`src/rtl/esaxi_wr_fifo.sv`:
```
// Purpose: in-order buffer for esaxi emesh write packets toward the eLink tx write channel, with drop status for debug.
// Latency: a packet pushed at edge N is presented on out_access/out_packet after edge N (1 cycle).
// Backpressure: registered wr_wait asserts at AFULL_MARGIN free entries; out_wait stalls the head; pushes into a full queue are dropped and counted.
module esaxi_wr_fifo #(
  parameter int PW           = 104,
  parameter int DEPTH        = 16,
  parameter int AW           = 4,
  parameter int AFULL_MARGIN = 2
) (
  input  logic          s_axi_aclk,
  input  logic          s_axi_aresetn,
  input  logic          wr_access,
  input  logic [PW-1:0] wr_packet,
  output logic          wr_wait,
  output logic          out_access,
  output logic [PW-1:0] out_packet,
  input  logic          out_wait,
  output logic [AW:0]   level,
  output logic          ovf,
  output logic [7:0]    drop_count,
  input  logic          clr_status
);

  localparam logic [AW:0] DEPTH_C  = (AW+1)'(DEPTH);
  localparam logic [AW:0] MARGIN_C = (AW+1)'(AFULL_MARGIN);

  logic [PW-1:0] mem [DEPTH];
  logic [AW-1:0] wr_ptr;
  logic [AW-1:0] rd_ptr;
  logic [AW:0]   level_next;
  logic          push;
  logic          pop;
  logic          drop;

  // Outputs come only from stored state, so nothing on wr_* reaches out_* combinationally.
  assign out_access = (level != '0);
  assign out_packet = mem[rd_ptr];

  // Handshake decode: a full queue still accepts when the head leaves in the same cycle.
  always_comb begin
    pop  = out_access && !out_wait;
    push = wr_access && ((level != DEPTH_C) || pop);
    drop = wr_access && !push;
  end

  // Occupancy after this edge; simultaneous push and pop leave it unchanged.
  always_comb begin
    level_next = level;
    if (push && !pop) begin
      level_next = level + (AW+1)'(1);
    end else if (pop && !push) begin
      level_next = level - (AW+1)'(1);
    end
  end

  // Packet storage is deliberately not reset; level gates whether it is meaningful.
  always_ff @(posedge s_axi_aclk) begin
    if (push) begin
      mem[wr_ptr] <= wr_packet;
    end
  end

  // Pointers, occupancy and the registered almost-full throttle.
  always_ff @(posedge s_axi_aclk or negedge s_axi_aresetn) begin
    if (!s_axi_aresetn) begin
      wr_ptr  <= '0;
      rd_ptr  <= '0;
      level   <= '0;
      wr_wait <= 1'b0;
    end else begin
      if (push) wr_ptr <= wr_ptr + AW'(1);
      if (pop)  rd_ptr <= rd_ptr + AW'(1);
      level   <= level_next;
      wr_wait <= (DEPTH_C - level_next) <= MARGIN_C;
    end
  end

  // Sticky drop status; a drop coinciding with a clear is counted after the clear.
  always_ff @(posedge s_axi_aclk or negedge s_axi_aresetn) begin
    if (!s_axi_aresetn) begin
      ovf        <= 1'b0;
      drop_count <= 8'd0;
    end else if (clr_status) begin
      ovf        <= drop;
      drop_count <= drop ? 8'd1 : 8'd0;
    end else if (drop) begin
      ovf <= 1'b1;
      if (drop_count != 8'hFF) drop_count <= drop_count + 8'd1;
    end
  end

endmodule

```
`config.mk`:
```
export PLATFORM = sky130hd
export DESIGN_NAME = esaxi_wr_fifo
export DESIGN_NICKNAME = d
export VERILOG_FILES = /design/src/rtl/esaxi_wr_fifo.sv
export SDC_FILE = /design/constraint.sdc
export NUM_CORES = 2
export LEC_CHECK = 0
export CAP_MARGIN = 10
export CORE_ASPECT_RATIO = 1.75
export CORE_UTILIZATION = 50
export CTS_CLUSTER_SIZE = 40
export DETAILED_ROUTE_END_ITERATION = 12
export DONT_BUFFER_PORTS = 1
export PLACE_DENSITY = 0.77
export SETUP_SLACK_MARGIN = 0.2
export SYNTH_ARGS = -nofsm -noshare
export SYNTH_HDL_FRONTEND = slang
export SYNTH_SLANG_ARGS = --single-unit
export TNS_END_PERCENT = 100
```
`constraint.sdc`:
```
create_clock -name s_axi_aclk -period 10.1 [get_ports s_axi_aclk]
set_input_delay 1.01 -clock s_axi_aclk [delete_from_list [all_inputs] [get_ports s_axi_aclk]]
set_output_delay 1.01 -clock s_axi_aclk [all_outputs]
set_load 0.01 [all_outputs]
```
==> results.py <==
metrics = {
    "clocking": {
        "tritoncts": "done",
        "htree_levels": 4,
        "holdBufCountCts": 2,
        "cts_buffer_depth": 3,
        "postCtsSetupBuffers": 0,
        "worstSkewPairLatency_ns": 0.79,
        "post_cts_resized": 0,
        "path_clk_slew_ns": 0.07,
        "cts_num_sinks": 1687,
        "cts_buffers": 145,
        "cts_root_buf": "clkbuf_16",
    },
    "layout": {
        "fin_cells": 4298,
        "layout-drive-gt1-share": 0.303,
        "final_util": 0.561,
        "final_common_cell": "edfxtp_1",
        "area_delta_synth_final_pct": 11.0,
        "fin_nets": 2646,
        "layout_common_cells": "1664 x edfxtp_1, 520 x mux4_2, 145 x clkbuf_16",
    },
    "global_routing": {
        "track_usage": 0.227,
        "grt_antenna_before_repair": 1,
        "grt_overflow": 0,
        "grt_pass1_vias": 29100,
        "grt_pass1_wl_mm": 206,
        "grt_max_degree": 110,
    },
    "routing": {
        "num_vias": 27400,
        "drt_pass1_iterations": 8,
        "finalWirelength_mm": 143,
        "first_iter_violations": 3052,
        "wire_per_inst_microns": 33.3,
        "drcViolationCount": 0,
        "vias_per_cell": 6.38,
        "ant_nets": 0,
    },
    "critical_path": {
        "crit_family": "buffers and inverters",
        "worst_setup_path_start_kind": "flop",
        "crit_fanout": 70,
        "path_class": "flop to output pin",
        "r2r_cells": 8,
        "worstSetupPathDepth": 4,
        "critPathMaxStageDelay_ns": 1.01,
        "crit_buf_inv": 2,
        "cp-end-kind": "output pin",
        "crit_chain": "buf_4, buf_4, mux4_2, mux4_2",
        "worst_path_max_delay_cell": "dfrtp_4",
        "arrival_ns": 4.52,
        "required_ns": 9.09,
    },
    "synthesis": {
        "synth_area_per_cell_sq_um": 25.8,
        "yosysWarnings": 0,
        "yosysUniqueCellTypes": 47,
        "ys_async_sr_fraction": 0.0136,
        "seq_area_frac_synth": 0.795,
        "synth_edf_count": 1664,
        "mappedNetlistArea_sq_um": 63600,
        "synthCells": 2462,
        "ys_ff_latch": 1687,
        "synth_flop_cell": "edfxtp_1",
        "syn-num-nets": 2581,
    },
    "placed_design": {
        "dp.cells": 4031,
        "post-dp-hpwl_mm": 66.8,
        "place_congestion": 0.733,
        "port_buffers": 0,
        "dp_slack_ns": 5.34,
    },
    "floorplan": {
        "dieHeight_microns": 474,
        "core_area_sq_um": 126000,
        "die_w_microns": 272,
        "num_io_pins": 229,
        "rows": 172,
        "initial_core_util": 0.505,
        "die-area_sq_um": 129000,
    },
    "min_path": {
        "hp-class": "primary input to flop",
        "worstHoldPathCells": 1,
    },
    "sta": {
        "slew_headroom": 0.184,
        "min_period_over_period": 0.548,
        "setup_tns_ns": 0,
        "rsz0062_at_grt": "no",
        "setup_viol": 0,
        "fin_ws_ns": 4.57,
        "fmax_mhz": 181,
        "drv_slew": 0,
        "tightest_slew_ns": 1.22,
        "hold_viol": 0,
        "fin_skew_ns": 0.0369,
        "fin_crit_ns": 5.53,
    },
    "power": {
        "peakVddDrop_v": 0.000243,
        "leakage_nw": 21.5,
        "powerDensity_nw_per_um2": 278,
    },
    "flow_run": {
        "max-cap-violations": 0,
    },
    "outcome": {
        "status": "complete, no violations",
    },
}
==> cells in the mapped netlist (2+ instances only) <==
cell         n  share of area
dfrtp_1     23         0.0091
xnor2_1      7        0.00096
clkbuf_1    76         0.0045
buf_2        5        0.00039
xor2_1       5        0.00069
o21ai_0      5        0.00039
nand3_1      7        0.00055
a211oi_1     2        0.00024
or4b_1       2        0.00031
buf_1       43         0.0025
mux4_2     520           0.18
nor2b_1      4        0.00039
a31oi_1      2        0.00020
nand2_1     12        0.00071
ha_1        10         0.0020
nor3_1       7        0.00055
nor2_1      20         0.0012
nand4_1      5        0.00049
and3_1       2        0.00020
a21oi_1      5        0.00039
inv_1       10        0.00059
nand2b_1     2        0.00020
edfxtp_1  1664           0.79
==> final timing paths <==
kind	slack (ns)	start	end
min reg2reg	0.63	ovf	ovf
min in group asynchronous	0.67	s_axi_aresetn	drop_count[2]
min	0.30	clr_status	drop_count[5]
max	4.57	rd_ptr[1]	out_packet[102]
max reg2reg	5.48	level[0]	mem[5][41]
max in group asynchronous	9.25	s_axi_aresetn	rd_ptr[3]
==> through the flow <==
stage	hold slack, ns	power [mW]	area [sq um]
after global routing	0.259	20.3	70600
final	0.299	19.6	70600
after global placement	0.577	14.0	65800
after floorplan	0.549	12.7	63600
after CTS	0.239	19.8	70600
after detailed placement	0.613	14.2	65800
==> power by group <==
group          internal, mW  leakage [nW]  switching [mW]
clock                  3.08          2.30            2.54
sequential             8.42          15.3           0.351
combinational          2.42          3.89            2.77
==> worst reg2reg max path: cells and delay by family (launching register included) <==
family	cells	cell delay, ns
AND/OR/NAND/NOR	5	2.35
buffers and inverters	2	0.98
flip-flops	1	0.58
adder cells (fa/ha/maj)	1	0.27
==> layer usage <==
metal / vias to the layer above / global-route usage / routed length, microns
met4: 0 / 0.0749 / 3740
met2: 1316 / 0.405 / 77700
met3: 262 / 0.0532 / 12000
met5: - / 0 / 0
li1: 10900 / - / -
met1: 14900 / 0.269 / 49700
==> cells by family (layout without fill, tap and decap cells) <==
group,count (synthesis),in the layout,share of synthesized area
flops,1687,1687,0.795
mux,522,522,0.185
buf+inv,137,319,0.00836
simple gates,71,71,0.00592
compound gates,23,23,0.00250
xor+xnor,12,12,0.00165
fa+ha+maj,10,10,0.00197
other cells,0,1,0
==> sequential cells by signal (all words and copies together) (netlist names) <==
signal      count
wr_ptr          4
drop_count      8
ovf             1
level           5
wr_wait         1
mem          1664
rd_ptr          4
==> area by class of cell <==
class	instances	area, sq um
diodes	1	2.50
clock buffers	170	3720
clock inverters	94	1040
fillers	8646	55300
inverters	11	41.3
multi-input cells	638	12600
flip-flops and latches	1687	50600
well taps	1653	2070
repair buffers	44	533
Note: power is estimated with default switching activity, not from simulation.
